## src/rtl/board_move_controller_pkg.sv

```systemverilog
// Shared types and constants for the 2048 board move sequencer.
// Latency: n/a (types, constants and the spawn LFSR step function only).
// Backpressure: n/a.
package game_pkg;

    typedef enum logic [1:0] {
        OP_SHIFT = 2'd0,
        OP_MERGE = 2'd1,
        OP_SPAWN = 2'd2
    } op_t;

    typedef enum logic [1:0] {
        DIR_UP    = 2'd0,
        DIR_DOWN  = 2'd1,
        DIR_LEFT  = 2'd2,
        DIR_RIGHT = 2'd3
    } dir_t;

    typedef enum logic [2:0] {
        CS_INIT  = 3'd0,
        CS_IDLE  = 3'd1,
        CS_OPS   = 3'd2,
        CS_SPAWN = 3'd3,
        CS_CHECK = 3'd4,
        CS_DONE  = 3'd5
    } ctrl_state_t;

    localparam int NUM_LINES    = 4;
    localparam int OPS_PER_LINE = 3;
    localparam int NUM_CELLS    = 16;

    // Fibonacci LFSR, taps 16,14,13,11 (bit positions 15,13,12,10), shifting left.
    function automatic logic [15:0] lfsr_next(input logic [15:0] s);
        return {s[14:0], s[15] ^ s[13] ^ s[12] ^ s[10]};
    endfunction

endpackage

```

## src/rtl/board_move_controller_if.sv

```systemverilog
// Board-operation channel between the move sequencer (master) and the tile datapath (slave).
// Latency: n/a (wiring only); a transfer happens in any cycle with op_valid && op_ready.
// Backpressure: op_ready low holds every op_* field; dp_* status is returned by the slave.
// Signals: op_valid/op_ready handshake, op_code/op_dir/op_arg/op_val request fields,
//          dp_changed (per-transfer result), dp_has_2048/dp_has_empty/dp_can_merge (board status).
interface board_move_controller_if;
    import game_pkg::*;

    logic       op_valid;
    logic       op_ready;
    op_t        op_code;
    dir_t       op_dir;
    logic [3:0] op_arg;
    logic       op_val;
    logic       dp_changed;
    logic       dp_has_2048;
    logic       dp_has_empty;
    logic       dp_can_merge;

    modport master (
        output op_valid, op_code, op_dir, op_arg, op_val,
        input  op_ready, dp_changed, dp_has_2048, dp_has_empty, dp_can_merge
    );

    modport slave (
        input  op_valid, op_code, op_dir, op_arg, op_val,
        output op_ready, dp_changed, dp_has_2048, dp_has_empty, dp_can_merge
    );

endinterface

```

## src/rtl/board_move_controller_lfsr16.sv

```systemverilog
// Free-running 16-bit Fibonacci LFSR used to pick spawn cells and tile values.
// Latency: new value every cycle; reset loads SEED asynchronously.
// Backpressure: none, it never stalls.
// Ports: clk, reset (async, active high), state (current 16-bit LFSR value).
module lfsr16
    import game_pkg::*;
#(
    parameter logic [15:0] SEED = 16'hACE1
) (
    input  logic        clk,
    input  logic        reset,
    output logic [15:0] state
);

    always_ff @(posedge clk or posedge reset) begin
        if (reset) state <= SEED;
        else       state <= lfsr_next(state);
    end

endmodule

```

## src/rtl/board_move_controller.sv

```systemverilog
// Turns one direction press into 12 line ops (shift/merge/shift x4 lines), a spawn and a win/lose check.
// Latency: press sampled at T -> ops T+1..T+12, spawn T+13, check T+14, idle T+15 with no stalls.
// Backpressure: op_ready low holds all op_* fields and adds one cycle per stalled cycle.
// Ports: clk, reset, up/down/left/right levels, bus (master side of the op channel),
//        logic_win/logic_lose (sticky), busy, move_count.
module board_move_controller
    import game_pkg::*;
#(
    parameter logic [15:0] LFSR_SEED = 16'hACE1,
    parameter int          COUNT_W   = 16
) (
    input  logic                    clk,
    input  logic                    reset,
    input  logic                    up,
    input  logic                    down,
    input  logic                    left,
    input  logic                    right,
    board_move_controller_if.master bus,
    output logic                    logic_win,
    output logic                    logic_lose,
    output logic                    busy,
    output logic [COUNT_W-1:0]      move_count
);

    localparam logic [2:0] ST_INIT  = CS_INIT;
    localparam logic [2:0] ST_IDLE  = CS_IDLE;
    localparam logic [2:0] ST_OPS   = CS_OPS;
    localparam logic [2:0] ST_SPAWN = CS_SPAWN;
    localparam logic [2:0] ST_CHECK = CS_CHECK;
    localparam logic [2:0] ST_DONE  = CS_DONE;

    localparam logic [1:0] LAST_LINE = 2'(NUM_LINES - 1);
    localparam logic [1:0] LAST_STEP = 2'(OPS_PER_LINE - 1);
    localparam logic [3:0] LAST_TRY  = 4'(NUM_CELLS - 1);

    logic [2:0]  state;
    logic        armed;        // low during reset and the first cycle after it, so outputs stay 0
    logic [1:0]  init_left;
    logic [3:0]  prev_btn;
    dir_t        dir_q;
    logic [1:0]  line_q;
    logic [1:0]  step_q;
    logic        moved;
    logic        spawn_fresh;  // next spawn cycle is its first presentation: take cell/value from the LFSR
    logic        spawn_val;
    logic [3:0]  spawn_cell;
    logic [3:0]  attempt;
    logic [15:0] lfsr_state;
    logic        lfsr_unused;

    logic [3:0]  btn;
    logic [3:0]  edges;
    logic        spawning;
    logic        in_ops;
    logic        xfer;
    logic        spawn_done;
    logic        cur_val;
    logic [3:0]  cur_cell;

    lfsr16 #(.SEED(LFSR_SEED)) u_lfsr (
        .clk   (clk),
        .reset (reset),
        .state (lfsr_state)
    );

    // Only the low 7 LFSR bits feed the spawn rules.
    assign lfsr_unused = ^lfsr_state[15:7];

    assign btn        = {up, down, left, right};
    assign edges      = btn & ~prev_btn;
    assign spawning   = (state == ST_INIT && armed) || state == ST_SPAWN;
    assign in_ops     = state == ST_OPS;
    assign xfer       = bus.op_valid && bus.op_ready;
    assign cur_cell   = spawn_fresh ? lfsr_state[3:0] : spawn_cell;
    assign cur_val    = spawn_fresh ? (lfsr_state[6:4] == 3'd0) : spawn_val;
    // A spawn ends when the cell took the tile, or after the 16th refused cell.
    assign spawn_done = spawning && xfer && (bus.dp_changed || attempt == LAST_TRY);

    assign bus.op_valid = spawning || in_ops;
    assign bus.op_dir   = dir_q;
    assign bus.op_arg   = spawning ? cur_cell : (in_ops ? {2'b00, line_q} : 4'd0);
    assign bus.op_val   = spawning && cur_val;
    assign busy         = spawning || in_ops || state == ST_CHECK;

    always_comb begin
        bus.op_code = OP_SHIFT;
        if (spawning)                     bus.op_code = OP_SPAWN;
        else if (in_ops && step_q == 2'd1) bus.op_code = OP_MERGE;
    end

    always_ff @(posedge clk or posedge reset) begin
        if (reset) begin
            state       <= ST_INIT;
            armed       <= 1'b0;
            init_left   <= 2'd2;
            prev_btn    <= 4'd0;
            dir_q       <= DIR_UP;
            line_q      <= 2'd0;
            step_q      <= 2'd0;
            moved       <= 1'b0;
            spawn_fresh <= 1'b1;
            spawn_val   <= 1'b0;
            spawn_cell  <= 4'd0;
            attempt     <= 4'd0;
            logic_win   <= 1'b0;
            logic_lose  <= 1'b0;
            move_count  <= '0;
        end else begin
            prev_btn <= btn;
            armed    <= 1'b1;

            // Spawn cell/value are frozen at first presentation; a refused cell moves to the next one.
            if (spawning) begin
                if (xfer) begin
                    if (spawn_done) begin
                        attempt     <= 4'd0;
                        spawn_fresh <= 1'b1;
                    end else begin
                        attempt     <= attempt + 4'd1;
                        spawn_fresh <= 1'b0;
                        spawn_cell  <= cur_cell + 4'd1;
                        spawn_val   <= cur_val;
                    end
                end else if (spawn_fresh) begin
                    spawn_fresh <= 1'b0;
                    spawn_cell  <= cur_cell;
                    spawn_val   <= cur_val;
                end
            end

            case (state)
                ST_INIT: begin
                    if (spawn_done) begin
                        init_left <= init_left - 2'd1;
                        if (init_left == 2'd1) state <= ST_IDLE;
                    end
                end
                ST_IDLE: begin
                    if (|edges) begin
                        if (edges[3])      dir_q <= DIR_UP;
                        else if (edges[2]) dir_q <= DIR_DOWN;
                        else if (edges[1]) dir_q <= DIR_LEFT;
                        else               dir_q <= DIR_RIGHT;
                        line_q <= 2'd0;
                        step_q <= 2'd0;
                        moved  <= 1'b0;
                        state  <= ST_OPS;
                    end
                end
                ST_OPS: begin
                    if (xfer) begin
                        moved <= moved | bus.dp_changed;
                        if (step_q == LAST_STEP) begin
                            step_q <= 2'd0;
                            line_q <= line_q + 2'd1;
                            if (line_q == LAST_LINE)
                                state <= (moved | bus.dp_changed) ? ST_SPAWN : ST_IDLE;
                        end else begin
                            step_q <= step_q + 2'd1;
                        end
                    end
                end
                ST_SPAWN: begin
                    if (spawn_done) begin
                        move_count <= move_count + COUNT_W'(1);
                        state      <= ST_CHECK;
                    end
                end
                ST_CHECK: begin
                    if (bus.dp_has_2048) begin
                        logic_win <= 1'b1;
                        state     <= ST_DONE;
                    end else if (!bus.dp_has_empty && !bus.dp_can_merge) begin
                        logic_lose <= 1'b1;
                        state      <= ST_DONE;
                    end else begin
                        state <= ST_IDLE;
                    end
                end
                ST_DONE: state <= ST_DONE;
                default: state <= ST_INIT;
            endcase
        end
    end

endmodule
```

## src/flat_wrapper.sv

```systemverilog
// flat-port wrapper written by rule: the top's interface ports become plain ports
module board_move_controller_flat import game_pkg::*;
#(
    parameter logic [15:0] LFSR_SEED = 16'hACE1,
    parameter int          COUNT_W   = 16
)
  (clk, reset, up, down, left, right, logic_win, logic_lose, busy, move_count, bus_op_valid, bus_op_code, bus_op_dir, bus_op_arg, bus_op_val, bus_op_ready, bus_dp_changed, bus_dp_has_2048, bus_dp_has_empty, bus_dp_can_merge);
  board_move_controller_if bus_i ();
  input  logic clk;
  input  logic reset;
  input  logic up;
  input  logic down;
  input  logic left;
  input  logic right;
  output logic logic_win;
  output logic logic_lose;
  output logic busy;
  output logic [COUNT_W-1:0] move_count;
  output wire logic [$bits(bus_i.op_valid)-1:0] bus_op_valid;
  output wire logic [$bits(bus_i.op_code)-1:0] bus_op_code;
  output wire logic [$bits(bus_i.op_dir)-1:0] bus_op_dir;
  output wire logic [$bits(bus_i.op_arg)-1:0] bus_op_arg;
  output wire logic [$bits(bus_i.op_val)-1:0] bus_op_val;
  input wire logic [$bits(bus_i.op_ready)-1:0] bus_op_ready;
  input wire logic [$bits(bus_i.dp_changed)-1:0] bus_dp_changed;
  input wire logic [$bits(bus_i.dp_has_2048)-1:0] bus_dp_has_2048;
  input wire logic [$bits(bus_i.dp_has_empty)-1:0] bus_dp_has_empty;
  input wire logic [$bits(bus_i.dp_can_merge)-1:0] bus_dp_can_merge;
  assign bus_op_valid = bus_i.op_valid;
  assign bus_op_code = bus_i.op_code;
  assign bus_op_dir = bus_i.op_dir;
  assign bus_op_arg = bus_i.op_arg;
  assign bus_op_val = bus_i.op_val;
  assign bus_i.op_ready = bus_op_ready;
  assign bus_i.dp_changed = bus_dp_changed;
  assign bus_i.dp_has_2048 = bus_dp_has_2048;
  assign bus_i.dp_has_empty = bus_dp_has_empty;
  assign bus_i.dp_can_merge = bus_dp_can_merge;
  board_move_controller #(.LFSR_SEED(LFSR_SEED), .COUNT_W(COUNT_W)) u_core (.clk(clk), .reset(reset), .up(up), .down(down), .left(left), .right(right), .bus(bus_i), .logic_win(logic_win), .logic_lose(logic_lose), .busy(busy), .move_count(move_count));
endmodule
```

## config.mk

```make
export PLATFORM = sky130hd
export DESIGN_NAME = board_move_controller_flat
export DESIGN_NICKNAME = d
export VERILOG_FILES = /design/src/rtl/board_move_controller_pkg.sv /design/src/rtl/board_move_controller_if.sv /design/src/rtl/board_move_controller_lfsr16.sv /design/src/rtl/board_move_controller.sv /design/src/flat_wrapper.sv
export SDC_FILE = /design/constraint.sdc
export NUM_CORES = 1
export LEC_CHECK = 0
export ABC_CLOCK_PERIOD_IN_PS = 5290
export CAP_MARGIN = 20
export CELL_PAD_IN_SITES_DETAIL_PLACEMENT = 0
export CELL_PAD_IN_SITES_GLOBAL_PLACEMENT = 2
export CORE_MARGIN = 2
export CORE_UTILIZATION = 35
export CTS_BUF_LIST = sky130_fd_sc_hd__clkbuf_4
export DETAILED_ROUTE_END_ITERATION = 8
export PLACE_DENSITY = 0.8
export RECOVER_POWER = 25
export SYNTH_ARGS = -nofsm -noshare
export SYNTH_HDL_FRONTEND = slang
export SYNTH_SLANG_ARGS = --single-unit
```

## constraint.sdc

```tcl
create_clock -name clk -period 5.29 [get_ports clk]
set_input_delay 1.058 -clock clk [delete_from_list [all_inputs] [get_ports clk]]
set_output_delay 1.058 -clock clk [all_outputs]
set_load 0.05 [all_outputs]
```

### After elaboration in Yosys (flattened, before gate mapping)

Index checks and enable logic that the tools add are counted.

| storage, ports and cells | value |
|---|---|
| bits in registers | 61 |
| input bits | 11 |
| output and inout port bits | 29 |

| cells by class | value |
|---|---|
| add/subtract/negate cells | 6 |
| equality and inequality tests | 18 |
| muxes and demuxes | 39 |
| bitwise logic cells | 7 |
| reductions and logical operators | 28 |

Operators by type and width:

| kind | count |
|---|---|
| two-way mux 3 bit | 9 |
| two-way mux 4 bit | 6 |
| two-way mux 2 bit | 10 |
| one-hot mux 3 bit (6 select lines) | 1 |
| adder 16 x 1 -> 16 bit, second input constant | 1 |
| two-way mux 1 bit | 10 |
| inequality test 2 bit, second input constant | 5 |
| AND reduction 2 bit | 5 |
| AND reduction 3 bit | 3 |
| adder 4 x 1 -> 4 bit, second input constant | 2 |
| one-hot mux 2 bit (2 select lines) | 2 |
| logical AND 1 bit | 7 |
| AND reduction 7 bit | 1 |
| == test 3 x 2 -> 1 bit, second input constant | 2 |
| == test 3 bit, second input constant | 2 |
| zero test 3 bit | 2 |
| inequality test 2 x 1 -> 1 bit, second input constant | 3 |
| adder 2 x 1 -> 2 bit, second input constant | 2 |
| AND 4 bit | 1 |
| == test 2 x 1 -> 1 bit, second input constant | 2 |
| == test 2 bit, second input constant | 2 |
| == test 4 bit, second input constant | 1 |
| logical OR 1 bit | 4 |
| NOT 4 bit | 1 |
| other kinds (10) | 14 |

### Longest topological paths before layout

| logic depth | value |
|---|---|
| depth after elaboration | 9 |
| gate-level depth with buffers | 8 |
| depth with buffers taken out | 7 |

### Modules after synthesis

A second synthesis with hierarchy kept.

| second synthesis, totals | value |
|---|---|
| cell total of the unflattened synthesis | 242 |
| area, all modules | 2834.0 um^2 |

By module, submodules not included:

| module | instances | cells each | area each (um^2) | sequential area each (um^2) |
|---|---|---|---|---|
| board_move_controller | 1 | 222 | 2393.5 | 1128.6 |
| lfsr16 | 1 | 20 | 440.4 | 410.4 |

### Worst setup path after synthesis

Ideal clock, no wire load.

| timing path | value |
|---|---|
| path kind | flip-flop to output port |
| start point | reg u_core.state[1] |
| end point | out bus_op_arg[0] |
| arrival time | 2.012 ns |
| data required time | 4.232 ns |
| slack | 2.220 ns |
| stages on the path, launching flop included | 5 |
| buffers on the path | 1 |
| cells stage by stage | dfrtp_1 buf_6 nor3b_2 o21bai_4 o21ai_0 |

| between the ends | value |
|---|---|
| word-level cells in the longest chain between the ends | 4 |

Ends and longest elaborated chain:

| what | line | text |
|---|---|---|
| start: declaration | board_move_controller.sv:36 | `logic [2:0] state;` |
| start signal: assignment | board_move_controller.sv:157 | `state <= (moved \| bus.dp_changed) ? ST_SPAWN : ST_IDLE;` |
| zero test 3 bit | board_move_controller.sv:71 | `assign spawning = (state == ST_INIT && armed) \|\| state == ST_SPAWN;` |
| logical AND 1 bit | board_move_controller.sv:71 |  |
| logical OR 1 bit | board_move_controller.sv:71 |  |
| two-way mux 4 bit (*) | board_move_controller.sv:81 | `assign bus.op_arg = spawning ? cur_cell : (in_ops ? {2'b00, line_q} : 4'd0);` |
| end: declaration | flat_wrapper.sv:22 | `output wire logic [$bits(bus_i.op_arg)-1:0] bus_op_arg;` |

Mark *: on every way between the ends. The rest lies on a longest branch, timed or not.

### Worst setup path after layout

| timing path | value |
|---|---|
| start point | reg u_core.state[1] |
| end point | out busy |

| between the ends | value |
|---|---|
| word-level cells in the longest chain between the ends | 5 |

Ends and longest elaborated chain:

| what | line | text |
|---|---|---|
| zero test 3 bit | board_move_controller.sv:71 |  |
| logical AND 1 bit | board_move_controller.sv:71 |  |
| logical OR 1 bit | board_move_controller.sv:71 |  |
| logical OR 1 bit | board_move_controller.sv:83 | `assign busy = spawning \|\| in_ops \|\| state == ST_CHECK;` |
| logical OR 1 bit (*) | board_move_controller.sv:83 |  |
| end: declaration | flat_wrapper.sv:17 | `output logic busy;` |

Marked as above.

==> out/metrics.yaml <==
ys_seq_elements: 61
initialDrtViolationCount: 83
min_period_ns: 3.647
grt_pass1_wl_um: 9080
grt_usage_pct: 13.30
hold_viol_final: 0
vias: 1918
cp_max_fo: 11
cts_setup_buffers: 0
antenna_found_initial: 0
synth_area_sq_mm: 0.002818
dr.pass1.iters: 4
port-buffer-count: 39
startpoint_type: "flop"
detail_route.wl_per_cell_um: 13.01
die_x_um: 93.73
outcome: "complete, no violations"
critPathLaunch: "u_core.state[1]"
relSlewSlack_pct: 51.09
ir_drop_uv: 259.4
synth_seq_area_share_pct: 54.62
dieArea_sq_mm: 0.008784
worst_pin_slew_ns: 0.7328
cts-buffers-inserted: 9
layout.nets: 308
n_fill_cell: 742
rr_worst_depth: 7
syn-num-nets: 264
placed_cells: 383
cts.reportedPaths.clkPinSlew_ns: 0.10
layout_commonest_cell: "dfrtp_1"
r2r_end: "u_core.spawn_cell[2]"
setup.worst_path.class: "reg2out"
final_cell_count_no_fill: 399
critPathRequiredTime_ns: 4.23
cts_resized: 0
drive_gt1_share_pct: 14.14
drt_wl_total_um: 5189
synth_edf_count: 0
setup_viol: 0
core_sq_mm: 0.007767
cap_violations: 0
grt_max_degree: 43
cp-end-kind: "output pin"
cp-endpoint: "busy"
initial_utilization_pct: 36.28
synth_warnings: 0
fp-row-count: 32
cts_max_level: 3
timing.rr.start: "u_core.spawn_fresh"
final_cell_mix: "dfrtp_1, clkdlybuf4s50_1, nand2_1"
syn2layout_area_growth_pct: 22.91
diodes: 0
syn_inst: 248
cp.arrival_ns: 2.59
grt_overflow: 0
hold_class: "reg2reg"
gp_congestion: 0.7393
rrSetupSlack_ns: 3.21
skew_ns: 0.01040
synth_ff_type: "dfrtp_1"
drc: 0
detailed_place_hpwl_um: 3694
clock_sinks: 61
routed_via_density: 4.807
cts_tree: "yes"
syn_avg_cell_area_sq_um: 11.36
rsz0062_at_grt: "no"
cts-hold-fix-buffers: 0
clkLatencyLatePin_ns: 0.39
fin_crit_sh_pct: 68.95
async_flop_share_pct: 100.0
final_max_slew_viol_count: 0
clock-root-buffer: "clkbuf_4"
cts_buffer_depth: 2
die_h_um: 93.73
setup_tns_ns: 0
ios: 40
ant_nets: 0
clock.fmax_ghz: 0.2742
grt_pass1_vias: 1886
leakage_nw: 1.550
yosysUniqueCellTypes: 53
power_density_mw_per_mm2: 507.6
[cells by family after synthesis]
family / share of synthesized area (%)
buffers and inverters: 3.774
AND/OR/NAND/NOR: 18.52
adder cells (fa/ha/maj): 2.220
flip-flops: 54.62
XOR/XNOR: 6.528
multiplexers: 3.375
AO/OA/AOI/OAI: 10.84
other: 0.1331
[per-layer routing]
layer,global-route usage (%),vias to the layer above,wire length (um)
met5,0,-,0
met4,5.072,0,85
met3,4.334,7,202
met2,19.76,32,2408
met1,18.09,924,2493
li1,-,955,-
[critical path, cell delays in order (launching register included)]
cell and delay [ns]:
dfrtp_1 0.52, and2_4 0.25, o21bai_4 0.26, inv_1 0.10, or3_1 0.37, clkdlybuf4s50_1 0.70
[Yosys cell counts (4+ instances only)]
cell | instances | area share [%]
a21o_1 | 4 | 1.1
a21oi_1 | 7 | 1.2
buf_6 | 4 | 1.6
dfrtp_1 | 51 | 45
dfstp_2 | 10 | 9.3
ha_1 | 5 | 2.2
inv_1 | 10 | 1.3
mux2i_1 | 5 | 1.8
nand2_1 | 21 | 2.8
nand2b_1 | 5 | 1.1
nand3_1 | 5 | 0.89
nand4_1 | 5 | 1.1
nor2_1 | 18 | 2.4
nor2b_1 | 7 | 1.6
nor3_1 | 4 | 0.71
o21ai_0 | 16 | 2.8
xnor2_1 | 12 | 3.7
xor2_1 | 9 | 2.8
[registers in the layout (all words and copies together), names as in the netlist, 2 cells and up]
name / flops
u_core.move_count: 16
u_core.line_q: 2
u_core.attempt: 4
u_core.init_left: 2
u_core.prev_btn: 4
u_core.bus.op_dir: 2
u_core.step_q: 2
u_core.state: 3
u_core.spawn_cell: 4
u_core.u_lfsr.state: 16
[worst min-delay path by stage]
stage	cells past startpoint	start	end	slack (ns)
global placement	0	u_core.u_lfsr.state[14]	u_core.u_lfsr.state[15]	0.34
global route	0	u_core.u_lfsr.state[14]	u_core.u_lfsr.state[15]	0.36
floorplan	0	u_core.u_lfsr.state[8]	u_core.u_lfsr.state[9]	0.33
finish	0	u_core.u_lfsr.state[14]	u_core.u_lfsr.state[15]	0.35
detailed placement	0	u_core.u_lfsr.state[8]	u_core.u_lfsr.state[9]	0.34
CTS	0	u_core.u_lfsr.state[14]	u_core.u_lfsr.state[15]	0.36
[stage by stage]
step                      area (sq um)  worst slack, ns  utilization (%)  hold slack [ns]  power [mW]
after detailed placement          3282            2.031            42.25           0.3372       1.365
after CTS                         3463            1.588            44.59           0.3578       1.785
final                             3463            1.643            44.59           0.3504       1.758
after global routing              3463            1.483            44.59           0.3617       1.873
after floorplan                   2818            2.220                -           0.3312       1.178
after global placement            3282            2.091            42.25           0.3376       1.356
[where the power goes]
group          switching (mW)  internal, mW
sequential             0.0983         0.557
combinational           0.427         0.266
clock                   0.162         0.248
[area by class of cell]
type | count | area (sq um) | share of cell area [%]
clock buffers | 11 | 82.58 | 2.384
clock inverters | 5 | 98.84 | 2.854
inverters | 10 | 37.54 | 1.084
multi-input cells | 169 | 1172 | 33.85
flip-flops and latches | 61 | 1539 | 44.44
well taps | 102 | 127.6 | 3.685
repair buffers | 41 | 405.4 | 11.71
No activity file was read; power rests on OpenSTA's default activity.
